## config.mk

```make
export PLATFORM = sky130hd
export DESIGN_NAME = exe_mem_req_agent_flat
export DESIGN_NICKNAME = d
export VERILOG_FILES = /design/src/rtl/exe_mem_req_agent_if.sv /design/src/rtl/exe_mem_req_agent.sv /design/src/flat_wrapper.sv
export SDC_FILE = /design/constraint.sdc
export NUM_CORES = 1
export LEC_CHECK = 0
export CORE_UTILIZATION = 36
export DETAILED_ROUTE_END_ITERATION = 7
export HOLD_SLACK_MARGIN = 0.06
export PLACE_DENSITY = 0.8
export SLEW_MARGIN = 30
export SYNTH_ARGS = -nofsm -noshare
export SYNTH_HDL_FRONTEND = slang
export SYNTH_SLANG_ARGS = --single-unit
```

## constraint.sdc

```tcl
create_clock -name clk -period 1.6 [get_ports clk]
set_input_delay 0.24 -clock clk [delete_from_list [all_inputs] [get_ports clk]]
set_output_delay 0.24 -clock clk [all_outputs]
set_load 0.005 [all_outputs]
```

## src/rtl/exe_mem_req_agent_if.sv

```systemverilog
// exe_mem_req_agent_if: SRAM-like data bus (req/addr_ok/data_ok) between the
// execute-stage request agent (master) and the memory side (slave).
interface exe_mem_req_agent_if #(
    parameter int DATA_W = 32,
    parameter int ADDR_W = 32
);
    localparam int NB = DATA_W / 8;

    logic              req;
    logic              wr;
    logic [1:0]        size;
    logic [ADDR_W-1:0] addr;
    logic [NB-1:0]     wstrb;
    logic [DATA_W-1:0] wdata;
    logic              addr_ok;
    logic              data_ok;

    modport master (
        output req, wr, size, addr, wstrb, wdata,
        input  addr_ok, data_ok
    );

    modport slave (
        input  req, wr, size, addr, wstrb, wdata,
        output addr_ok, data_ok
    );
endinterface

```

## src/rtl/exe_mem_req_agent.sv

```systemverilog
// exe_mem_req_agent: execute-stage data-memory request agent.
// Accepts one load/store per handshake, formats strobes/data/address for the
// SRAM-like bus, holds req until addr_ok, counts outstanding transactions and
// drops data_ok responses that belong to transactions cancelled by a flush.
// Optional feature: define EXE_MEM_ALE_EN to turn size-misaligned accesses into
// a one-cycle address-error pulse instead of a bus request.
module exe_mem_req_agent #(
    parameter int DATA_W  = 32,
    parameter int ADDR_W  = 32,
    parameter int MAX_OUT = 2,
    localparam int NB     = DATA_W / 8,
    localparam int CW     = $clog2(MAX_OUT + 1)
) (
    input  logic                clk,
    input  logic                reset,
    input  logic                in_valid,
    output logic                in_ready,
    input  logic                in_store,
    input  logic [1:0]          in_size,
    input  logic [ADDR_W-1:0]   in_addr,
    input  logic [DATA_W-1:0]   in_wdata,
    input  logic                flush,
    exe_mem_req_agent_if.master bus,
    output logic                resp_valid,
    output logic                ale_valid,
    output logic [ADDR_W-1:0]   ale_badv,
    output logic [CW-1:0]       outstanding
);
    localparam int OFFW = $clog2(NB);

    typedef enum logic [1:0] {IDLE, REQ, CANCEL} state_t;

    state_t            state_q, state_d;
    logic              req_q, req_d;
    logic              wr_q, wr_d;
    logic [1:0]        size_q, size_d;
    logic [ADDR_W-1:0] addr_q, addr_d;
    logic [NB-1:0]     wstrb_q, wstrb_d;
    logic [DATA_W-1:0] wdata_q, wdata_d;
    logic [CW-1:0]     outstanding_q, outstanding_d;
    logic [CW-1:0]     discard_q, discard_d;

    logic              accept;
    logic              inc;
    logic              dec;
    logic              dead_hs;
    logic [OFFW-1:0]   low_mask;
    logic [7:0]        ones;
    logic [NB-1:0]     strb_new;
    logic [DATA_W-1:0] wdata_new;
    logic [ADDR_W-1:0] addr_new;

`ifdef EXE_MEM_ALE_EN
    logic              misaligned;
    logic              ale_pend_q, ale_pend_d;
    logic [ADDR_W-1:0] ale_badv_q, ale_badv_d;
`endif

    assign in_ready = (state_q == IDLE) && (outstanding_q < CW'(MAX_OUT)) && !flush;
    assign accept   = in_valid && in_ready;
    assign dec      = bus.data_ok && (outstanding_q != '0);
    assign addr_new = {in_addr[ADDR_W-1:OFFW], {OFFW{1'b0}}};

    // Format the incoming request: strobe run of 2^size bytes at the size-aligned lane, replicated data
    always_comb begin
        low_mask  = '0;
        ones      = 8'h00;
        wdata_new = in_wdata;
        case (in_size)
            2'd0: begin
                low_mask  = '0;
                ones      = 8'h01;
                wdata_new = {NB{in_wdata[7:0]}};
            end
            2'd1: begin
                low_mask  = OFFW'(1);
                ones      = 8'h03;
                wdata_new = {(NB/2){in_wdata[15:0]}};
            end
            2'd2: begin
                low_mask  = OFFW'(3);
                ones      = 8'h0F;
                wdata_new = {(NB/4){in_wdata[31:0]}};
            end
            default: begin
                low_mask  = '1;
                ones      = 8'hFF;
                wdata_new = in_wdata;
            end
        endcase
        strb_new = NB'(ones) << (in_addr[OFFW-1:0] & ~low_mask);
    end

`ifdef EXE_MEM_ALE_EN
    // Detect an address that is not a multiple of the access size
    always_comb begin
        case (in_size)
            2'd0:    misaligned = 1'b0;
            2'd1:    misaligned = in_addr[0];
            2'd2:    misaligned = |in_addr[1:0];
            default: misaligned = |in_addr[2:0];
        endcase
    end
`endif

    // Next-state logic: request FSM, outstanding counter and flush discard bookkeeping
    always_comb begin
        state_d       = state_q;
        req_d         = req_q;
        wr_d          = wr_q;
        size_d        = size_q;
        addr_d        = addr_q;
        wstrb_d       = wstrb_q;
        wdata_d       = wdata_q;
        inc           = 1'b0;
        dead_hs       = 1'b0;
`ifdef EXE_MEM_ALE_EN
        ale_pend_d    = 1'b0;
        ale_badv_d    = ale_badv_q;
`endif
        case (state_q)
            IDLE: begin
                if (accept) begin
`ifdef EXE_MEM_ALE_EN
                    if (misaligned) begin
                        ale_pend_d = 1'b1;
                        ale_badv_d = in_addr;
                    end else begin
`else
                    begin
`endif
                        req_d   = 1'b1;
                        wr_d    = in_store;
                        size_d  = in_size;
                        addr_d  = addr_new;
                        wstrb_d = in_store ? strb_new : '0;
                        wdata_d = wdata_new;
                        state_d = REQ;
                    end
                end
            end
            REQ: begin
                if (flush) begin
                    wstrb_d = '0;
                end
                if (bus.addr_ok) begin
                    inc     = 1'b1;
                    dead_hs = flush;
                    req_d   = 1'b0;
                    state_d = IDLE;
                end else if (flush) begin
                    state_d = CANCEL;
                end
            end
            CANCEL: begin
                if (bus.addr_ok) begin
                    inc     = 1'b1;
                    dead_hs = 1'b1;
                    req_d   = 1'b0;
                    state_d = IDLE;
                end
            end
            default: begin
                state_d = IDLE;
            end
        endcase

        outstanding_d = outstanding_q + CW'(inc) - CW'(dec);
        // A flush condemns everything still in flight, including a handshake
        // completing in this same cycle (REQ or CANCEL alike).
        if (flush) begin
            discard_d = outstanding_q - CW'(dec) + CW'(dead_hs);
        end else begin
            discard_d = discard_q - CW'(dec && (discard_q != '0)) + CW'(dead_hs);
        end
    end

    // State registers with synchronous reset
    always_ff @(posedge clk) begin
        if (reset) begin
            state_q       <= IDLE;
            req_q         <= 1'b0;
            wr_q          <= 1'b0;
            size_q        <= 2'd0;
            addr_q        <= '0;
            wstrb_q       <= '0;
            wdata_q       <= '0;
            outstanding_q <= '0;
            discard_q     <= '0;
`ifdef EXE_MEM_ALE_EN
            ale_pend_q    <= 1'b0;
            ale_badv_q    <= '0;
`endif
        end else begin
            state_q       <= state_d;
            req_q         <= req_d;
            wr_q          <= wr_d;
            size_q        <= size_d;
            addr_q        <= addr_d;
            wstrb_q       <= wstrb_d;
            wdata_q       <= wdata_d;
            outstanding_q <= outstanding_d;
            discard_q     <= discard_d;
`ifdef EXE_MEM_ALE_EN
            ale_pend_q    <= ale_pend_d;
            ale_badv_q    <= ale_badv_d;
`endif
        end
    end

    assign bus.req     = req_q;
    assign bus.wr      = wr_q;
    assign bus.size    = size_q;
    assign bus.addr    = addr_q;
    assign bus.wstrb   = wstrb_q;
    assign bus.wdata   = wdata_q;
    assign outstanding = outstanding_q;
    assign resp_valid  = dec && (discard_q == '0);

`ifdef EXE_MEM_ALE_EN
    assign ale_valid = ale_pend_q && !flush;
    assign ale_badv  = ale_badv_q;
`else
    assign ale_valid = 1'b0;
    assign ale_badv  = '0;
`endif

    // A response with nothing outstanding means the bus broke its protocol
    assert property (@(posedge clk) disable iff (reset) bus.data_ok |-> (outstanding_q != '0));

endmodule
```

## src/flat_wrapper.sv

```systemverilog
// flat-port wrapper written by rule: the top's interface ports become plain ports
module exe_mem_req_agent_flat 
#(
    parameter int DATA_W  = 32,
    parameter int ADDR_W  = 32,
    parameter int MAX_OUT = 2,
    localparam int NB     = DATA_W / 8,
    localparam int CW     = $clog2(MAX_OUT + 1)
)
  (clk, reset, in_valid, in_ready, in_store, in_size, in_addr, in_wdata, flush, resp_valid, ale_valid, ale_badv, outstanding, bus_req, bus_wr, bus_size, bus_addr, bus_wstrb, bus_wdata, bus_addr_ok, bus_data_ok);
  exe_mem_req_agent_if #(.DATA_W(DATA_W), .ADDR_W(ADDR_W)) bus_i ();
  input  logic clk;
  input  logic reset;
  input  logic in_valid;
  output logic in_ready;
  input  logic in_store;
  input  logic [1:0] in_size;
  input  logic [ADDR_W-1:0] in_addr;
  input  logic [DATA_W-1:0] in_wdata;
  input  logic flush;
  output logic resp_valid;
  output logic ale_valid;
  output logic [ADDR_W-1:0] ale_badv;
  output logic [CW-1:0] outstanding;
  output wire logic [$bits(bus_i.req)-1:0] bus_req;
  output wire logic [$bits(bus_i.wr)-1:0] bus_wr;
  output wire logic [$bits(bus_i.size)-1:0] bus_size;
  output wire logic [$bits(bus_i.addr)-1:0] bus_addr;
  output wire logic [$bits(bus_i.wstrb)-1:0] bus_wstrb;
  output wire logic [$bits(bus_i.wdata)-1:0] bus_wdata;
  input wire logic [$bits(bus_i.addr_ok)-1:0] bus_addr_ok;
  input wire logic [$bits(bus_i.data_ok)-1:0] bus_data_ok;
  assign bus_req = bus_i.req;
  assign bus_wr = bus_i.wr;
  assign bus_size = bus_i.size;
  assign bus_addr = bus_i.addr;
  assign bus_wstrb = bus_i.wstrb;
  assign bus_wdata = bus_i.wdata;
  assign bus_i.addr_ok = bus_addr_ok;
  assign bus_i.data_ok = bus_data_ok;
  exe_mem_req_agent #(.DATA_W(DATA_W), .ADDR_W(ADDR_W), .MAX_OUT(MAX_OUT)) u_core (.clk(clk), .reset(reset), .in_valid(in_valid), .in_ready(in_ready), .in_store(in_store), .in_size(in_size), .in_addr(in_addr), .in_wdata(in_wdata), .flush(flush), .bus(bus_i), .resp_valid(resp_valid), .ale_valid(ale_valid), .ale_badv(ale_badv), .outstanding(outstanding));
endmodule
```

=== After elaboration in Yosys (flattened, before gate mapping) ===
Index checks and enable logic that the tools add are counted.

* Bits of input ports: 73
* Output and inout port bits: 109
* Logic and storage cells: 67
* Register bits after elaboration: 76

* Order comparisons: 1
* Equality and inequality tests: 9
* Reduce and logical (&&, ||, !) cells: 19
* Multiplexer cells: 20
* Bitwise operators: 2
* Add/sub/neg operators: 6
* Shift-type cells: 1

{| class="wikitable"
|+ Operators by type and width
! kind !! number
|-
| case mux 32 bit (2 select lines) || 1
|-
| 2-to-1 mux 4 bit || 3
|-
| case mux 4 bit (3 select lines) || 1
|-
| 2-to-1 mux 2 bit || 5
|-
| AND reduction 3 bit || 3
|-
| case mux 4 bit (2 select lines) || 1
|-
| nonzero test 2 bit || 4
|-
| adder 2 x 1 -> 2 bit || 3
|-
| logical AND 1 bit || 6
|-
| zero test 2 bit || 3
|-
| case mux 2 bit (3 select lines) || 1
|-
| subtractor 2 x 1 -> 2 bit || 3
|-
| 2-to-1 mux 1 bit || 5
|-
| == test 2 x 1 -> 1 bit, second input constant || 2
|-
| == test 2 bit, second input constant || 2
|-
| inequality test 2 x 1 -> 1 bit, second input constant || 2
|-
| inequality test 2 bit, second input constant || 2
|-
| case mux 1 bit (2 select lines) || 2
|-
| case mux 2 bit (2 select lines) || 1
|-
| left shift 4 x 2 -> 4 bit || 1
|-
| inequality test 3 bit, second input constant || 1
|-
| AND 2 bit || 1
|-
| less-than comparator 2 bit, second input constant || 1
|-
| NOT 2 bit || 1
|-
| other kinds (3) || 3
|}

=== Logic depth before layout (Yosys ltp) ===
Gate-level depths: netlist (run 1).

* Word-level depth: 8
* Mapped depth: 8

=== Least setup slack after synthesis (run 1) ===
Ideal clock, no wire load.

* Path type: reg2reg
* Start point: register u_core.outstanding_q[1] (netlist: u_core.outstanding[1])
* End point: register u_core.discard_q[1]
* Slack: -0.064 ns
* Arrival: 1.534 ns
* Period minus slack after synthesis: 1.664 ns
* Cell stages (with the launch flop): 7
* Data required time: 1.470 ns
* Cell sequence: dfxtp_1 -> o21ai_0 -> inv_1 -> ha_1 -> o311a_1 -> a31oi_1 -> o211ai_1

* Longest elaborated chain between the ends: 6
* Elaborated cells on any way between the ends: 8
* Those cells by class: 4 x add/sub; 1 x mux; 3 x reduce/logical

{| class="wikitable"
|+ RTL lines
! element !! RTL line !! text
|-
| start, declared || exe_mem_req_agent.sv:40 || <nowiki>logic [CW-1:0] outstanding_q, outstanding_d;</nowiki>
|-
| start signal, assigned || exe_mem_req_agent.sv:202 || <nowiki>outstanding_q <= outstanding_d;</nowiki>
|-
| nonzero test 2 bit || exe_mem_req_agent.sv:61 || <nowiki>assign dec = bus.data_ok && (outstanding_q != '0);</nowiki>
|-
| logical AND 1 bit || exe_mem_req_agent.sv:61 ||
|-
| logical AND 1 bit || exe_mem_req_agent.sv:174 || <nowiki>discard_d = discard_q - CW'(dec && (discard_q != '0)) + CW'(dead_hs);</nowiki>
|-
| subtractor 2 x 1 -> 2 bit || exe_mem_req_agent.sv:174 ||
|-
| adder 2 x 1 -> 2 bit || exe_mem_req_agent.sv:174 ||
|-
| 2-to-1 mux 2 bit (*) || exe_mem_req_agent.sv:171 || <nowiki>if (flush) begin</nowiki>
|-
| end signal, assigned || exe_mem_req_agent.sv:203 || <nowiki>discard_q <= discard_d;</nowiki>
|-
| end, declared || exe_mem_req_agent.sv:41 || <nowiki>logic [CW-1:0] discard_q, discard_d;</nowiki>
|}

Mark *: on every way between the ends. The rest lies on a longest branch, timed or not.
A chain may end at the register's enable or synchronous reset.

=== Worst setup path after layout (run 1) ===
* Start point: register u_core.state_q[0]
* End point: register u_core.wdata_q[19] (netlist: u_core.bus.wdata[19])

* Longest elaborated chain between the ends: 5

{| class="wikitable"
|+ RTL lines
! element !! RTL line !! text
|-
| start, declared || exe_mem_req_agent.sv:33 || <nowiki>state_t state_q, state_d;</nowiki>
|-
| start signal, assigned || exe_mem_req_agent.sv:195 || <nowiki>state_q <= state_d;</nowiki>
|-
| zero test 2 bit (*) || exe_mem_req_agent.sv:59, exe_mem_req_agent.sv:121 ||
|-
| logical AND 1 bit (2 in a row) || exe_mem_req_agent.sv:59 || <nowiki>assign in_ready = (state_q == IDLE) && (outstanding_q < CW'(MAX_OUT)) && !flush;</nowiki>
|-
| logical AND 1 bit || exe_mem_req_agent.sv:60 || <nowiki>assign accept = in_valid && in_ready;</nowiki>
|-
| AND reduction 2 bit (no source line) (*) || - ||
|-
| end signal, assigned || exe_mem_req_agent.sv:201 || <nowiki>wdata_q <= wdata_d;</nowiki>
|-
| end, declared || exe_mem_req_agent.sv:39 || <nowiki>logic [DATA_W-1:0] wdata_q, wdata_d;</nowiki>
|}

Marked as above.

==> impl_metrics.ini, run 1 <==
[synth]
ys_seq_area_share_pct = 42.0
synth.cell_area_um2 = 3620
synth-seq-cells = 76
synth.distinct_cells = 32
synth_area_leaders = dfxtp_1 42%, nand2_1 13%, buf_4 9.3%
yosysTopAreaCell = dfxtp_1
postSynthCellCount = 444
synth.yosys.warnings = 0
synth_top_area_share_pct = 42.0
synth_edf_count = 0
ys_dominant_reg_cell = dfxtp_1
avgSynthCellArea_um2 = 8.16
async_flop_share_pct = 0

[sta]
drv_slew = 0
rsz0062_at_grt = true
fmax_mhz = 647
setup_slack_ps = 54.7
fin_setup_tns_ps = 0
finalSetupViolations = 0
hold_viol = 0
period_minus_slack_ps = 1550
fin_crit_sh_pct = 96.6
holdWs_ps = 253
skew_ps = 6.91

[outcome]
status = completed

[grt]
antenna_found_initial = 0
grt_max_degree = 50
grt_pass1_wl_um = 15900
gr-total-overflow = 0
grt_pass1_vias = 3394
grtUsageTotal_pct = 19.9

[cts]
worstSkewPairLatency_ps = 350
ctsRootBufferMaster = clkbuf_8
tritoncts = done
postCtsHoldBufs = 0
cts_buffers = 9
clkTransAtPathRegs_ps = 80
clock-sinks = 76
h-tree-depth = 3
clock_path_buffers = 2

[floorplanning]
ios = 182
die_area_um2 = 10500
start_util_pct = 37.1
core_um2 = 9770
rows = 36
die_width_um = 102
die_h_um = 102

[finish]
insertedDiodeCount = 0
drive_gt1_share_pct = 13.8
syn_to_final_growth_pct = 56.6
n_fill_cell = 876
fin_nets = 691

[min_path]
hold_depth = 2
hold_end = u_core.bus.wstrb[2]
hold_path_class = input port to flip-flop
holdCritStartpoint = reset

[route]
wl_um = 10800
drc = 0
drtPass1Iterations = 4
via_per_inst = 4.71
dr_total_vias = 3519
ant_nets = 0
drtIter0Drc = 81
avgRoutedWirePerCell_um = 14.5

[place]
place_congestion = 0.801
io_buffers = 146
dp_worst_setup_slack_ps = -246
hpwl_um = 7930

[worst_setup_path]
endpoint_kind = flip-flop
crit_required_ps = 1860
cp_cell_sequence = inv_2 -> ha_4 -> nor4bb_4 -> buf_4 -> buf_6 -> buf_6 -> nor2_1 -> a211oi_1
slowest_stage = dfxtp_2
startpoint_type = flip-flop
r2r_slack_ps = 50
rr_worst_depth = 8
slowest_delay_ps = 330
r2r-start = u_core.state_q[0]
crit_fanout = 9
timing.rr.end = u_core.bus.wdata[19]
critPathKind = flip-flop to flip-flop
cpMostUsedCell = buf_6
arrival_ps = 1810

[flow_run]
cap_viol_max_count = 0

[pwr]
pwr_density_cell_nw_per_um2 = 1160
irDropWorstVdd_mv = 0.784
p_leak_nw = 2.20
[cell type report]
type,count,area [um2],share of cell area [%]
Inverter,8,30.0,0.529
Clock inverter,5,103,1.81
Timing Repair Buffer,188,1910,33.6
Sequential cell,76,1530,26.9
Tap cell,133,166,2.93
Multi-Input combinational cell,328,1820,32.0
Clock buffer,9,124,2.18
[synthesized netlist by cell type (4+ instances only)]
master	count
a211oi_1	7
a21oi_1	51
nor2b_1	5
ha_1	7
nor2_1	28
clkbuf_1	9
buf_4	45
buf_2	6
inv_1	8
mux2i_1	21
nand2_1	121
o21ai_0	17
a311oi_1	8
a211oi_2	5
dfxtp_1	76
buf_6	4
nor3_1	6
[how the worst max path moves through the flow]
stage | from | to | depth (start not counted)
6_report | u_core.state_q[0] | u_core.bus.wdata[19] | 8
3_3_place_gp | bus_data_ok | u_core.discard_q[1] | 7
5_1_grt | u_core.state_q[0] | u_core.bus.wdata[23] | 8
3_5_place_dp | bus_data_ok | u_core.discard_q[1] | 7
2_1_floorplan | u_core.outstanding[1] | u_core.discard_q[1] | 6
4_1_cts | u_core.state_q[0] | in_ready | 4
[cell families after synthesis]
logic type	Yosys count	synth area share (%)
buffers and inverters	74	13.4
xor gates and xnor gates	4	0.967
adders and majority gates	7	2.42
and+or+nand+nor	165	18.7
AOI/OAI and AO/OA	96	16.6
DFF	76	42.0
muxes	21	5.80
other	1	0.103
[flip-flops by register name, indices dropped and copies added (netlist names)]
| register | count |
|---|---|
| u_core.bus.size | 2 |
| u_core.bus.wstrb | 4 |
| u_core.bus.req | 1 |
| u_core.bus.wdata | 32 |
| u_core.bus.addr | 30 |
| u_core.bus.wr | 1 |
| u_core.discard_q | 2 |
| u_core.state_q | 2 |
| u_core.outstanding | 2 |
[cells in the final DEF (no fill, tap or decap), types with 7 or more instances in the layout]
cell	n
o21ai_0	16
a311oi_1	8
clkbuf_8	9
nand2_1	121
buf_4	29
conb_1	35
nor2_1	28
a211oi_2	7
clkdlybuf4s50_1	143
a21oi_1	47
mux2i_1	21
dfxtp_1	72
[layer usage]
| layer | GRT usage, % | part of all wire, % | vias up |
|---|---|---|---|
| li1 | - | - | 1741 |
| met1 | 21.8 | 41 | 1627 |
| met2 | 36.4 | 51 | 139 |
| met3 | 6.50 | 7.2 | 12 |
| met4 | 6.04 | 1.3 | 0 |
| met5 | 0 | 0 | - |
[repair_timing]
| item | 4_1_cts | 5_1_grt |
|---|---|---|
| resized for setup | 5 | 21 |
| endpoints found under the setup margin | 26 | 67 |
| setup buffers | 0 | 3 |
| gates cloned | 0 | 4 |
| pin swaps | 0 | 3 |
[power breakdown]
group	switching [mW]	internal (mW)	leakage, nW
clock network	0.683	1.02	0.111
logic	1.12	1.44	1.47
registers	0.159	2.17	0.622
total	1.96	4.62	2.20
[metrics by stage]
| stage | std cells | area, um2 | power, mW | utilization (%) |
|---|---|---|---|---|
| detailed placement | 726 | 5260 | 4.68 | 53.8 |
| finish | 747 | 5670 | 6.59 | 58.0 |
| floorplan | 478 | 3750 | 3.54 | - |
| CTS | 740 | 5500 | 6.41 | 56.2 |
| global placement | 726 | 5260 | 4.59 | 53.8 |
| global route | 747 | 5670 | 6.96 | 58.0 |
[worst max-delay path: cells and delay by family (launching register included)]
kind	cells	cell delay, ps
simple gates	2	230
flops	1	330
fa+ha+maj	1	150
buf+inv	4	550
compound gates	1	190
No activity file was read; power rests on OpenSTA's default activity.
==> inputs of run 2 (changes only) <==
--- a/config.mk
+++ b/config.mk
@@ -5,10 +5,12 @@
 export SDC_FILE = /design/constraint.sdc
 export NUM_CORES = 1
 export LEC_CHECK = 0
-export CORE_UTILIZATION = 36
+export CORE_UTILIZATION = 30
+export CTS_BUF_LIST = sky130_fd_sc_hd__clkbuf_8
 export DETAILED_ROUTE_END_ITERATION = 7
 export HOLD_SLACK_MARGIN = 0.06
-export PLACE_DENSITY = 0.8
+export PLACE_DENSITY = 0.69
+export SETUP_SLACK_MARGIN = 0.05
 export SLEW_MARGIN = 30
 export SYNTH_ARGS = -nofsm -noshare
 export SYNTH_HDL_FRONTEND = slang
==> run 2 against run 1 <==
- the flow now finishes with violations (design-rule violations)
- maximum frequency increased by 1.1%
- total power decreased by 3.3%
- routed wire length is 3.5% higher
- worst hold slack got worse by 43 ps
- non-clock buffer count fell by 5
- highest routed layer is now met5
- via count is 0.51% lower
- utilization down 8.3 points
- critical path depth shrank 7
- die area increased by 20%
- first-iteration DRC count rose by 16%
- global-route usage decreased by 2.1 points
==> impl_metrics.ini, run 2 (same netlist as run 1, synthesis figures left out) <==
[cts]
worstSkewPairLatency_ps = 360
clock_path_buffers = 2
postCtsHoldBufs = 0
tritoncts = done
clock-sinks = 76
clkTransAtPathRegs_ps = 80
h-tree-depth = 3
ctsRootBufferMaster = clkbuf_8
cts_buffers = 9

[worst_setup_path]
startpoint_type = flip-flop
crit_start = u_core.bus.wdata[23]
timing.rr.end = u_core.bus.req
crit_cells = 1
cp_cell_sequence = clkdlybuf4s50_1
cp-endpoint = bus_wdata[23]
endpoint_kind = primary output
slowest_stage = clkdlybuf4s50_1
r2r_slack_ps = 70
critPathTopFamily = buffers and inverters
rr_worst_depth = 8
r2r-start = u_core.state_q[0]
arrival_ps = 1290
crit_fanout = 2
cp_num_buf_inv = 1
slowest_delay_ps = 540
critPathKind = flip-flop to primary output
crit_required_ps = 1360

[grt]
grt_pass1_vias = 3499
grt_max_degree = 59
grtUsageTotal_pct = 17.8
grt_pass1_wl_um = 17100
gr-total-overflow = 0
antenna_found_initial = 1

[route]
ant_nets = 0
via_per_inst = 4.65
wl_um = 11200
dr_total_vias = 3501
drtPass1Iterations = 7
drc = 11
avgRoutedWirePerCell_um = 14.9
drtIter0Drc = 94

[finish]
n_fill_cell = 1117
insertedDiodeCount = 0
largest_reg_flops = 32
final_common_cell = clkdlybuf4s50_1
seqCellArea_um2 = 1530
fin_nets = 686
multi_input_area_um2 = 1980
syn_to_final_growth_pct = 59.4
stdcell_count = 753
drive_gt1_share_pct = 18.2
final_cell_mix = 136 x clkdlybuf4s50_1, 113 x nand2_1, 71 x dfxtp_1, 40 x a21oi_1, 35 x conb_1

[outcome]
status = finished, violations left
violations = design-rule violations

[place]
io_buffers = 146
hpwl_um = 8330
place_congestion = 0.780
dp_worst_setup_slack_ps = -237
dp.cells = 735

[floorplanning]
die_width_um = 112
die_h_um = 112
start_util_pct = 31.2
ios = 182
die_area_um2 = 12500
core_um2 = 11600
rows = 39

[min_path]
hold_path_class = input port to flip-flop

[sta]
hold_viol = 0
rsz0062_at_grt = true
holdWs_ps = 210
fin_crit_sh_pct = 95.6
fin_setup_tns_ps = 0
period_minus_slack_ps = 1530
fmax_mhz = 654
setup_slack_ps = 71.2
skew_ps = 7.51
finalSetupViolations = 0
drv_slew = 0

[flow_run]
cap_viol_max_count = 0

[pwr]
p_leak_nw = 2.32
pwr_density_cell_nw_per_um2 = 1100
total_power_mw = 6.37
irDropWorstVdd_mv = 0.691
[run 2: cell count changes in the layout (fill, tap and decap cells not counted), sizes merged]
cell           delta
buf               -2
bufinv            -3
clkdlybuf4s50     -7
clkinv            +1
clkinvlp          +1
dlymetal6s2s      +6
[run 2: per-stage QoR]
stage | utilization [%] | cell area (um2)
after floorplan | - | 3760
after global placement | 45.7 | 5310
after detailed placement | 45.7 | 5310
after CTS | 47.7 | 5540
after global routing | 49.7 | 5780
final | 49.7 | 5780
[run 2: worst min path at each step]
stage / from / endpoint / slack (ps) / cells after the start
after global routing: reset / u_core.bus.wdata[4] / 220 / 2
after CTS: reset / u_core.bus.wdata[4] / 170 / 2
after global placement: u_core.bus.addr[5] / u_core.bus.addr[5] / 440 / 2
after floorplan: in_addr[10] / u_core.bus.addr[10] / 380 / 2
final: reset / u_core.bus.wdata[4] / 210 / 2
after detailed placement: u_core.bus.wr / u_core.bus.wr / 450 / 2
[run 2: area by class of cell]
type                    count  area share (%)
clock buffers              11            2.62
clock inverters             4           0.433
inverters                   8           0.520
multi-input cells         328            34.3
flip-flops and latches     76            26.4
well taps                 143            3.10
repair buffers            183            32.6
[run 2: metal layers]
layer / wire (um) / share of wire (%) / vias up / track usage (%)
met5: 10 / 0.089 / - / 0
met1: 4160 / 37 / 1638 / 18.2
met4: 187 / 1.7 / 2 / 5.41
met2: 5880 / 52 / 117 / 32.4
li1: - / - / 1728 / -
met3: 971 / 8.7 / 16 / 8.11
[run 2: repair_timing]
item	CTS	global route
gates resized for setup	17	61
setup buffers	1	1
hold endpoints to repair	0	0
pin swaps	1	23
cloned	0	1
setup endpoints to repair	55	52
[run 2: worst reg2reg max path, delay by kind of cell, from the launching register on]
kind | cells | cell delay [ps]
fa+ha+maj | 1 | 160
buf+inv | 3 | 420
simple gates | 2 | 330
compound gates | 2 | 170
flops | 1 | 330
[run 2: power by group]
| group | leakage, nW | switching (mW) | internal, mW |
|---|---|---|---|
| Sequential | 0.623 | 0.173 | 2.18 |
| Clock | 0.0872 | 0.724 | 0.633 |
| Combinational | 1.61 | 1.18 | 1.48 |
==> inputs of run 3 (changes only) <==
--- a/config.mk
+++ b/config.mk
@@ -5,11 +5,12 @@
 export SDC_FILE = /design/constraint.sdc
 export NUM_CORES = 1
 export LEC_CHECK = 0
-export CORE_UTILIZATION = 30
+export CORE_UTILIZATION = 37
 export CTS_BUF_LIST = sky130_fd_sc_hd__clkbuf_8
+export CTS_CLUSTER_SIZE = 14
 export DETAILED_ROUTE_END_ITERATION = 7
 export HOLD_SLACK_MARGIN = 0.06
-export PLACE_DENSITY = 0.69
+export PLACE_DENSITY = 0.82
 export SETUP_SLACK_MARGIN = 0.05
 export SLEW_MARGIN = 30
 export SYNTH_ARGS = -nofsm -noshare
==> run 3 against run 2 <==
- the run ends with negative setup slack left
- clock skew increased by 2.8 ps
- via count increased by 2.4%
- sequential power about the same
- clock-buffer cell count decreased by 2
- first-iteration DRC count increased by 66%
- sequential share of layout area decreased by 0.26 points
- global-route usage increased by 3.6 points
- combinational power increased by 7%
- critical path type is now flip-flop to flip-flop
==> impl_metrics.ini, run 3 (same netlist as run 1, synthesis figures left out) <==
[grt]
gr-total-overflow = 0
antenna_found_initial = 0
grt_max_degree = 32
grtUsageTotal_pct = 21.4
grt_pass1_wl_um = 16700
grt_pass1_vias = 3474

[sta]
fin_setup_tns_ps = -79.2
fmax_mhz = 607
drv_slew = 0
skew_ps = 10.3
hold_viol = 0
fin_crit_sh_pct = 103
period_minus_slack_ps = 1650
finalSetupViolations = 4
rsz0062_at_grt = true
setup_slack_ps = -48.0

[finish]
syn_to_final_growth_pct = 61.2
utilization_pct = 62.3
final_area_um2 = 5840
final_cell_mix = 141 x clkdlybuf4s50_1, 117 x nand2_1, 72 x dfxtp_1, 44 x a21oi_1, 35 x conb_1
insertedDiodeCount = 0
largest_reg_flops = 32
final_common_cell = clkdlybuf4s50_1
drive_gt1_share_pct = 17.6
fin_nets = 697

[pwr]
p_sw_mw = 2.12
comb_power_share_pct = 42.1
pwr_density_cell_nw_per_um2 = 1160
clock_power_share_pct = 23.0
p_int_mw = 4.65
p_leak_nw = 2.28
p_seq_share_pct = 34.9
p_sw_share_pct = 31.3
total_power_mw = 6.78
irDropWorstVdd_mv = 0.678

[worst_setup_path]
timing.rr.end = u_core.bus.wstrb[0]
crit_required_ps = 1830
endpoint_kind = flip-flop
cp-endpoint = u_core.bus.wstrb[0]
slowest_stage = dfxtp_2
r2r-start = u_core.state_q[0]
cp_cell_sequence = inv_2 -> ha_4 -> buf_6 -> buf_4 -> nand4bb_4 -> o22ai_4 -> mux2i_1 -> nor2_1
startpoint_type = flip-flop
critPathKind = flip-flop to flip-flop
crit_start = u_core.state_q[0]
arrival_ps = 1870
crit_fanout = 4
slowest_delay_ps = 330
r2r_slack_ps = -50
rr_worst_depth = 8

[place]
hpwl_um = 8180
io_buffers = 146
placed_area_um2 = 5270
place_congestion = 0.859

[outcome]
violations = negative setup slack
status = finished, violations left

[route]
drtIter0Drc = 156
drc = 0
via_per_inst = 4.79
drtPass1Iterations = 4
ant_nets = 0
dr_total_vias = 3585
wl_um = 11900
avgRoutedWirePerCell_um = 15.8

[floorplanning]
core_um2 = 9370
ios = 182
die_width_um = 101
die_h_um = 101
die_area_um2 = 10200
rows = 35
start_util_pct = 38.7

[cts]
cts_buffers = 9
clock-sinks = 76
worstSkewPairLatency_ps = 340
h-tree-depth = 3
clock_path_buffers = 2
tritoncts = done
clkTransAtPathRegs_ps = 80
ctsRootBufferMaster = clkbuf_8

[flow_run]
cap_viol_max_count = 0

[min_path]
hold_path_class = input port to flip-flop
run 3: cell count changes in the layout (fill, tap and decap cells not counted), sizes merged, moves of 2 or more:
cell,change
bufinv,+2
dlymetal6s2s,-5
clkdlybuf4s50,+5
clkinvlp,-2
buf,+9
run 3: worst min-delay path by stage:
stage / startpoint / end / slack [ps] / cells after the start
6_report: reset / u_core.state_q[0] / 290 / 3
2_1_floorplan: in_addr[10] / u_core.bus.addr[10] / 380 / 2
3_3_place_gp: u_core.bus.addr[7] / u_core.bus.addr[7] / 440 / 2
5_1_grt: reset / u_core.state_q[0] / 280 / 3
4_1_cts: reset / u_core.state_q[0] / 280 / 3
3_5_place_dp: u_core.bus.addr[10] / u_core.bus.addr[10] / 450 / 2
run 3: repair_timing:
action,in CTS,in global routing
gates resized for setup,18,37
hold buffers,0,0
gates cloned,0,6
setup endpoints to repair,77,75
pin swaps,5,11
buffers inserted,4,5
run 3: routing by layer:
metal  up-vias  wire [um]  share of wire, %  track usage [%]
li1       1748          -                 -                -
met1      1677       4620                39             22.9
met2       150       6260                53             39.9
met3        10        887               7.5             7.63
met4         0        106              0.89             5.02
met5         -          0                 0                0
run 3: critical path, delay by kind of cell (launching register included):
kind            cells  cell delay, ps
buf+inv             3             280
compound gates      1             260
simple gates        2             240
mux                 1             280
flops               1             330
fa+ha+maj           1             130
run 3: cell type report:
cell class	instances	area, um2
clock buffers	9	124
flip-flops and latches	76	1530
well taps	129	161
multi-input cells	328	1910
inverters	8	30.0
clock inverters	5	78.8
fillers	800	3530
repair buffers	194	2010
run 3: stage by stage:
step | worst slack [ps] | std cells | hold WS (ps)
6_report | -48.0 | 749 | 290
5_1_grt | -107 | 749 | 279
4_1_cts | -24.4 | 738 | 279
3_5_place_dp | -271 | 720 | 447
3_3_place_gp | -186 | 720 | 441
2_1_floorplan | 65.3 | 478 | 376
run 3: power by group through the flow:
stage          Sequential [mW]  Clock (mW)  Combinational (mW)
5_1_grt                   2.39        1.69                3.08
4_1_cts                   2.34        1.59                2.49
3_5_place_dp              2.38           0                2.34
3_3_place_gp              2.36           0                2.26
2_1_floorplan             2.38           0                1.16
6_report                  2.36        1.56                2.85
